**src/rtl/camera_frame_capture.sv**
```systemverilog
// OV7670 byte stream to RGB444 pixel writes for a line/column addressed frame buffer.
// Framed by VSYNC/HREF in the pclk domain, with optional 2:1 decimation in both axes.
module camera_frame_capture #(
    parameter int H_ACTIVE = 320,
    parameter int V_ACTIVE = 240,
    parameter int DECIMATE = 0
) (
    input  logic        pclk,
    input  logic        reset,
    input  logic [7:0]  D,
    input  logic        vsync,
    input  logic        href,
    output logic [11:0] RGB,
    output logic [16:0] wr_addr,
    output logic        wr_en,
    output logic        frame_done,
    output logic [7:0]  frame_count,
    output logic        line_err
);

    localparam logic [8:0]  COL_MAX   = 9'(H_ACTIVE);
    localparam logic [7:0]  LINE_MAX  = 8'(V_ACTIVE);
    localparam logic [7:0]  LINE_LAST = 8'(V_ACTIVE - 1);
    localparam logic [9:0]  CAND_FULL = 10'(H_ACTIVE);
    localparam logic [16:0] LINE_STEP = 17'(H_ACTIVE);

    typedef enum logic [1:0] {SYNC, ARM, CAPTURE} state_t;

    state_t      state_q, state_d;
    logic        phase_q, phase_d;
    logic [3:0]  r_q, r_d;
    logic        href_q, href_d;
    logic [8:0]  column_q, column_d;
    logic [7:0]  line_q, line_d;
    logic [16:0] line_base_q, line_base_d;
    logic        src_pix_odd_q, src_pix_odd_d;
    logic [8:0]  src_line_q, src_line_d;
    logic [9:0]  cand_q, cand_d;
    logic [11:0] rgb_q, rgb_d;
    logic [16:0] wr_addr_q, wr_addr_d;
    logic        wr_en_q, wr_en_d;
    logic        frame_done_q, frame_done_d;
    logic [7:0]  frame_count_q, frame_count_d;
    logic        line_err_q, line_err_d;

    logic line_kept;
    logic pix_kept;

    always_comb begin
        line_kept = (line_q < LINE_MAX) && ((DECIMATE == 0) || !src_line_q[0]);
        pix_kept  = (DECIMATE == 0) || !src_pix_odd_q;
    end

    always_comb begin
        state_d       = state_q;
        phase_d       = phase_q;
        r_d           = r_q;
        href_d        = 1'b0;
        column_d      = column_q;
        line_d        = line_q;
        line_base_d   = line_base_q;
        src_pix_odd_d = src_pix_odd_q;
        src_line_d    = src_line_q;
        cand_d        = cand_q;
        rgb_d         = rgb_q;
        wr_addr_d     = wr_addr_q;
        wr_en_d       = 1'b0;
        frame_done_d  = 1'b0;
        frame_count_d = frame_count_q;
        line_err_d    = 1'b0;

        case (state_q)
            SYNC: begin
                if (vsync) state_d = ARM;
            end
            ARM: begin
                phase_d       = 1'b0;
                column_d      = '0;
                line_d        = '0;
                line_base_d   = '0;
                src_pix_odd_d = 1'b0;
                src_line_d    = '0;
                cand_d        = '0;
                if (!vsync) state_d = CAPTURE;
            end
            CAPTURE: begin
                if (vsync) begin
                    // vsync wins over any href edge on the same cycle; ARM drops the pending byte
                    state_d       = ARM;
                    frame_done_d  = 1'b1;
                    frame_count_d = frame_count_q + 8'd1;
                end else begin
                    href_d = href;
                    if (href) begin
                        if (!phase_q) begin
                            r_d     = D[3:0];
                            phase_d = 1'b1;
                        end else begin
                            phase_d       = 1'b0;
                            src_pix_odd_d = !src_pix_odd_q;
                            if (line_kept && pix_kept) begin
                                if (cand_q != '1) cand_d = cand_q + 10'd1;
                                if (column_q < COL_MAX) begin
                                    wr_en_d   = 1'b1;
                                    rgb_d     = {r_q, D};
                                    wr_addr_d = line_base_q + 17'(column_q);
                                    column_d  = column_q + 9'd1;
                                end
                            end
                        end
                    end else if (href_q) begin
                        // cand counts filter-passing pixels even past the last column, so long lines flag too
                        phase_d       = 1'b0;
                        src_pix_odd_d = 1'b0;
                        cand_d        = '0;
                        line_err_d    = phase_q || (line_kept && (cand_q != CAND_FULL));
                        if (src_line_q != '1) src_line_d = src_line_q + 9'd1;
                        if (line_kept) begin
                            line_d   = line_q + 8'd1;
                            column_d = '0;
                            if (line_q < LINE_LAST) line_base_d = line_base_q + LINE_STEP;
                        end
                    end
                end
            end
            default: state_d = SYNC;
        endcase
    end

    always_ff @(posedge pclk or posedge reset) begin
        if (reset) begin
            state_q       <= SYNC;
            phase_q       <= 1'b0;
            r_q           <= '0;
            href_q        <= 1'b0;
            column_q      <= '0;
            line_q        <= '0;
            line_base_q   <= '0;
            src_pix_odd_q <= 1'b0;
            src_line_q    <= '0;
            cand_q        <= '0;
            rgb_q         <= '0;
            wr_addr_q     <= '0;
            wr_en_q       <= 1'b0;
            frame_done_q  <= 1'b0;
            frame_count_q <= '0;
            line_err_q    <= 1'b0;
        end else begin
            state_q       <= state_d;
            phase_q       <= phase_d;
            r_q           <= r_d;
            href_q        <= href_d;
            column_q      <= column_d;
            line_q        <= line_d;
            line_base_q   <= line_base_d;
            src_pix_odd_q <= src_pix_odd_d;
            src_line_q    <= src_line_d;
            cand_q        <= cand_d;
            rgb_q         <= rgb_d;
            wr_addr_q     <= wr_addr_d;
            wr_en_q       <= wr_en_d;
            frame_done_q  <= frame_done_d;
            frame_count_q <= frame_count_d;
            line_err_q    <= line_err_d;
        end
    end

    assign RGB         = rgb_q;
    assign wr_addr     = wr_addr_q;
    assign wr_en       = wr_en_q;
    assign frame_done  = frame_done_q;
    assign frame_count = frame_count_q;
    assign line_err    = line_err_q;

endmodule

```
**config.mk**
```make
export PLATFORM = sky130hd
export DESIGN_NAME = camera_frame_capture
export DESIGN_NICKNAME = d
export VERILOG_FILES = /design/src/rtl/camera_frame_capture.sv
export SDC_FILE = /design/constraint.sdc
export NUM_CORES = 1
export LEC_CHECK = 0
export CAP_MARGIN = 20
export CORE_MARGIN = 3
export CORE_UTILIZATION = 55
export DETAILED_ROUTE_END_ITERATION = 16
export GPL_ROUTABILITY_DRIVEN = 0
export HOLD_SLACK_MARGIN = 0.1
export PLACE_DENSITY = 0.79
export SLEW_MARGIN = 20
export SYNTH_ARGS = -nofsm -noshare
export SYNTH_HDL_FRONTEND = slang
export SYNTH_SLANG_ARGS = --single-unit
```
**constraint.sdc**
```tcl
create_clock -name pclk -period 4 [get_ports pclk]
set_input_delay 0.8 -clock pclk [delete_from_list [all_inputs] [get_ports pclk]]
set_output_delay 0.8 -clock pclk [all_outputs]
set_load 0.05 [all_outputs]
```
==> flow_summary.ini, run 1 <==
[min_path]
hold_path.class = register to register
min_path_cells = 2
hp-start = r_q[2]

[timing]
relSlewSlack_pct = 40.1
finClkSkew_ns = 0.0136
rsz0062_at_grt = false
setup-tns-final_ns = 0
period_share_pct = 68.5
whs_ns = 0.470
maxSlewViolCount = 0
hold_viol = 0
fmax_mhz = 365
setup_viol_count_final = 0
max_slew.worst_pin.slew_ns = 0.895
period_minus_slack_ns = 2.74

[placement]
post-dp-hpwl_mm = 7.00
numPortBuffers = 51
dp.cells = 609

[logic_synthesis]
synth_edf_count = 0
avgSynthCellArea_sq_um = 9.44
ys_seq_elements = 86
synth_area_leaders = dfrtp_1, nand2_1, o21ai_0, nand3_1, ha_1
synthArstFlopShare_pct = 100
syn_area_sq_mm = 0.00449
synth_top_area_cell = dfrtp_1
yosysTopAreaCellShare_pct = 48.0
synth_nets = 497
synth_cells = 475
ys_warn_count = 0
ys_seq_area_share_pct = 48.0
yosys_most_used_dff = dfrtp_1
ys_types = 60

[grt]
grt_pass1_wl_mm = 16.6
grt_max_degree = 51
overflow = 0
grt_pass1_vias = 3494
antenna_found_initial = 0
grt_usage_pct = 22.7

[layout]
syn2layout_area_growth_pct = 17.0
instances_no_fill = 625
fill_cells = 626
fin_nets = 540
drive_above_1_share_pct = 6.88
final_core_utilization_pct = 67.2
diodes = 0

[pwr]
p_comb_share_pct = 18.2
share_seq_of_total_power_pct = 50.1
peakVddDrop_mv = 0.195
switching_share_pct = 31.3
p_sw_w = 0.000609
power_density_mw_per_mm2 = 371
power.internal_w = 0.00134
leakagePower_nw = 2.25
p_clk_share_pct = 31.7

[cts]
cts-htree-levels = 3
cts.clk_slew.worst_paths_ns = 0.09
cts-root-buf = clkbuf_8
cts_buffer_depth = 2
cts_resized = 0
cts_sinks = 86
cts_setup_buffers = 0
cts_tree = built
cts_buffers = 9
ctsHoldBuffers = 0
worstSkewPairLatency_ns = 0.36

[detailed_routing]
via_count = 3735
vias_per_cell = 5.98
wirelength_mm = 9.93
wl_per_cell_um = 15.9
ant_nets = 0
dr.pass1.iters = 5
first_iter_violations = 222
drc = 0

[job]
drv_cap = 0

[floorplan]
start_util_pct = 57.5
dieArea_sq_mm = 0.00928
fp.dieW_um = 96.3
io_pins = 52
die_y_um = 96.3
row_count = 32
core_area_sq_mm = 0.00781

[worst_setup_path]
crit_fanout = 24
crit_type = input pin to register
crit_start = vsync
r2r_start = state_q[0]
critical_path_required_ns = 4.30
worst-r2r-cell-count = 5
cp.arrival_ns = 3.04
start_kind = input pin
end_kind = register

[outcome]
outcome = completed
cells in the final DEF, fill, tap and decap left out, types with 7 or more instances in the layout:
| master | netlist | layout |
|---|---|---|
| xnor2_1 | 10 | 10 |
| or4_1 | 8 | 8 |
| o31ai_1 | 7 | 7 |
| nand3_1 | 28 | 28 |
| a31oi_1 | 13 | 13 |
| o21ai_0 | 29 | 29 |
| nand4_1 | 10 | 10 |
| inv_1 | 16 | 15 |
| dfrtp_1 | 86 | 86 |
| a21oi_1 | 12 | 12 |
| o211ai_1 | 9 | 9 |
| nand2_1 | 82 | 82 |
| nand2b_1 | 7 | 7 |
| nor3_1 | 11 | 11 |
| ha_1 | 10 | 10 |
| clkdlybuf4s50_1 | 0 | 51 |
| clkbuf_8 | 0 | 9 |
| nor2_1 | 18 | 18 |
power groups by stage:
| stage | combinational (W) | sequential, W | clock [W] |
|---|---|---|---|
| final | 0.000353 | 0.000975 | 0.000618 |
| after global routing | 0.000384 | 0.000984 | 0.000667 |
| after global placement | 0.000348 | 0.000987 | 0 |
| after detailed placement | 0.000354 | 0.000990 | 0 |
| after floorplan | 0.000135 | 0.00109 | 0 |
| after CTS | 0.000357 | 0.000974 | 0.000627 |
through the flow:
stage	setup WS (ns)	cell area, sq um	power, W
after floorplan	0.978	4490	0.00123
after global placement	0.976	5050	0.00133
after detailed placement	0.913	5050	0.00134
after CTS	1.28	5250	0.00196
after global routing	1.13	5250	0.00203
final	1.26	5250	0.00195
cell type report:
type | instances | area, sq um | area share (%)
Clock buffer | 10 | 128 | 2.43
Inverter | 17 | 65.1 | 1.24
Multi-Input combinational cell | 347 | 2150 | 40.9
Clock inverter | 6 | 71.3 | 1.36
Timing Repair Buffer | 57 | 556 | 10.6
Sequential cell | 86 | 2150 | 41.0
Tap cell | 102 | 128 | 2.43
path summary, 6_finish.rpt:
kind | endpoint | slack, ns
worst max-delay path | wr_addr[16] | 1.26
worst min-delay path | RGB[10] | 0.47
worst max register to register | line_q[3] | 1.60
worst min register to register | RGB[10] | 0.47
max in group asynchronous | RGB[10] | 2.32
min in group asynchronous | wr_en | 0.91
flip-flops by register name, indices dropped and copies added, names as in the netlist:
name	cells
RGB	12
cand_q	10
column_q	9
frame_count	8
frame_done	1
href_q	1
line_base_q	11
line_err	1
line_q	8
phase_q	1
r_q	4
state_q	2
wr_addr	17
wr_en	1
cell usage after synthesis (8+ instances only):
cell type / instances
a21oi_1: 12
o21ai_0: 29
or4_1: 8
a31oi_1: 13
nand2_1: 82
ha_1: 10
dfrtp_1: 86
clkbuf_1: 13
o211ai_1: 9
nor2_1: 18
nand4_1: 10
nand3_1: 28
nor3_1: 11
xnor2_1: 10
inv_1: 16
cells by family after synthesis:
| kind of cell | after synthesis | share of synthesized area (%) |
|---|---|---|
| adders and majority gates | 10 | 2.79 |
| other | 1 | 0.0836 |
| AOI/OAI and AO/OA | 105 | 15.4 |
| buffers and inverters | 42 | 4.13 |
| and+or+nand+nor | 204 | 23.9 |
| muxes | 11 | 2.59 |
| DFF | 86 | 48.0 |
| xor gates and xnor gates | 16 | 3.12 |
worst max-delay path, stage by stage:
cell	delay, ns
clkdlybuf4s50_1	0.58
and4bb_4	0.45
nand4_4	0.26
buf_4	0.32
or4_1	0.53
nand3_1	0.10
layer usage:
metal  GRT usage (%)  vias to the layer above  part of all wire [%]
met5               0                        -                     0
met4            6.66                        0                   1.3
met3            4.14                       12                   6.7
met2            35.0                      122                    44
met1            32.8                     1792                    48
li1                -                     1809                     -
Note: power is estimated with default switching activity, not from simulation.
==> run 2, diff against run 1 <==
--- a/config.mk
+++ b/config.mk
@@ -7,11 +7,11 @@
 export LEC_CHECK = 0
 export CAP_MARGIN = 20
 export CORE_MARGIN = 3
-export CORE_UTILIZATION = 55
+export CORE_UTILIZATION = 51
 export DETAILED_ROUTE_END_ITERATION = 16
 export GPL_ROUTABILITY_DRIVEN = 0
 export HOLD_SLACK_MARGIN = 0.1
-export PLACE_DENSITY = 0.79
+export PLACE_DENSITY = 0.77
 export SLEW_MARGIN = 20
 export SYNTH_ARGS = -nofsm -noshare
 export SYNTH_HDL_FRONTEND = slang
==> constraint.sdc (replaced) <==
create_clock -name pclk -period 2.3 [get_ports pclk]
set_input_delay 0.46 -clock pclk [delete_from_list [all_inputs] [get_ports pclk]]
set_output_delay 0.46 -clock pclk [all_outputs]
set_load 0.05 [all_outputs]
==> run 2 against run 1 <==
Effect of this change: final cell count grew 3.8%; non-clock buffer count increased by 21; flip-flop and latch count unchanged; critical endpoint is now frame_count[0].
==> flow_summary.ini, run 2 (synthesized netlist as in run 1, its figures left out) <==
[detailed_routing]
dr.pass1.iters = 5
drc = 0
m1WireLength_mm = 4.82
maxUsedRoutingLayer = met4
wirelength_mm = 10.2
first_iter_violations = 130
vias_per_cell = 5.92
via_count = 3844
ant_nets = 0
wl_per_cell_um = 15.8
wl_met3_um = 517
met2_length_mm = 4.72

[worst_setup_path]
critical_path_required_ns = 1.84
end_kind = output pin
cp_num_cells = 1
max_stage_delay_ns = 0.83
worstPathCellList = clkdlybuf4s50_1
cp.arrival_ns = 1.63
r2r-end = cand_q[0]
crit_fanout = 4
r2r_start = cand_q[0]
rrSetupSlack_ns = 0.29
crit_end = frame_count[0]
worst-r2r-cell-count = 5
cpMaxStageDelayCell = clkdlybuf4s50_1
cp_top_family = buffers and inverters
start_kind = register
crit_type = register to output pin
crit_buf_inv = 1
crit_start = frame_count[0]

[layout]
final_cell_mix = dfrtp_1, nand2_1, clkdlybuf4s50_1
instances_no_fill = 649
stdcell_area_sq_mm = 0.00547
diodes = 0
fill_cells = 674
fin_nets = 561
layout_commonest_cell = dfrtp_1
largest_reg_flops = 17
syn2layout_area_growth_pct = 22.0
final_core_utilization_pct = 65.3
drive_above_1_share_pct = 10.7

[grt]
grt_pass1_wl_mm = 17.7
grt_max_degree = 39
overflow = 0
grt_usage_pct = 21.7
grt_pass1_vias = 3762
antenna_found_initial = 0

[floorplan]
die_y_um = 99.8
dieArea_sq_mm = 0.00996
core_area_sq_mm = 0.00838
fp.dieW_um = 99.8
start_util_pct = 53.5
row_count = 33
io_pins = 52

[pwr]
power.internal_w = 0.00247
p_comb_share_pct = 18.6
leakagePower_nw = 2.38
share_seq_of_total_power_pct = 47.3
p_clk_share_pct = 34.1
switching_share_pct = 30.8
power_density_mw_per_mm2 = 653
peakVddDrop_mv = 0.380
p_sw_w = 0.00110

[timing]
setup_viol_count_final = 0
period_share_pct = 90.9
period_minus_slack_ns = 2.09
relSlewSlack_pct = 56.8
max_slew.worst_pin.slew_ns = 0.646
whs_ns = 0.397
finClkSkew_ns = 0.0189
hold_viol = 0
rsz0062_at_grt = false
maxSlewViolCount = 0
fmax_mhz = 479
layout_setup_ws_ns = 0.210

[cts]
cts_setup_buffers = 0
cts_resized = 0
cts.clk_slew.worst_paths_ns = 0.10
cts_tree = built
cts_sinks = 86
cts-htree-levels = 3
cts_buffer_depth = 2
cts-root-buf = clkbuf_8
ctsHoldBuffers = 0
cts_buffers = 9
worstSkewPairLatency_ns = 0.37

[placement]
numPortBuffers = 51
dp_slack_ns = -0.00530
dp.cells = 633
post-dp-hpwl_mm = 7.44
dpl_cell_area_sq_mm = 0.00525

[min_path]
hold_path.class = input pin to asynchronous set/reset pin

[job]
drv_cap = 0

[outcome]
outcome = completed
run 2: cell types whose count changed in the layout (fill, tap and decap cells not counted):
cell,delta
buf_4,+18
buf_12,+3
inv_6,+3
clkinv_4,-2
bufinv_16,+1
clkbuf_1,-1
clkinvlp_4,-1
run 2: worst min path at each step:
stage / from / slack [ns] / cells past startpoint / endpoint
finish: reset / 0.40 / 2 / wr_addr[8]
floorplan: r_q[2] / 0.43 / 2 / RGB[10]
global placement: r_q[1] / 0.44 / 2 / RGB[9]
global route: reset / 0.41 / 2 / wr_addr[11]
detailed placement: r_q[2] / 0.46 / 2 / RGB[10]
CTS: reset / 0.40 / 2 / wr_addr[11]
run 2: metal layers:
layer	track usage, %	vias up
li1	-	1845
met1	29.4	1865
met2	35.5	119
met3	3.61	15
met4	7.14	0
met5	0	-
run 2: power groups by stage:
stage	clock network, W	logic, W	registers (W)
detailed placement	0	0.000665	0.00172
global route	0.00128	0.000712	0.00171
CTS	0.00123	0.000670	0.00169
global placement	0	0.000648	0.00171
floorplan	0	0.000235	0.00190
finish	0.00122	0.000664	0.00169
run 2: worst reg2reg max path, delay by kind of cell (launching register included):
family          cells  cell delay, ns
fa+ha+maj           1            0.29
flops               1            0.43
simple gates        1            0.26
compound gates      3            0.90
run 2: layout make-up:
class,count,area [sq um],area share (%)
Timing Repair Buffer,78,751,13.7
Sequential cell,86,2150,39.3
Clock buffer,9,124,2.26
Multi-Input combinational cell,347,2150,39.2
Clock inverter,7,100,1.83
Inverter,17,67.6,1.23
Tap cell,105,131,2.40
run 2: metrics by stage:
stage / total power (W) / TNS (ns)
3_3_place_gp: 0.00236 / 0
4_1_cts: 0.00359 / 0
6_report: 0.00358 / 0
2_1_floorplan: 0.00213 / 0
5_1_grt: 0.00370 / 0
3_5_place_dp: 0.00238 / -0.00987
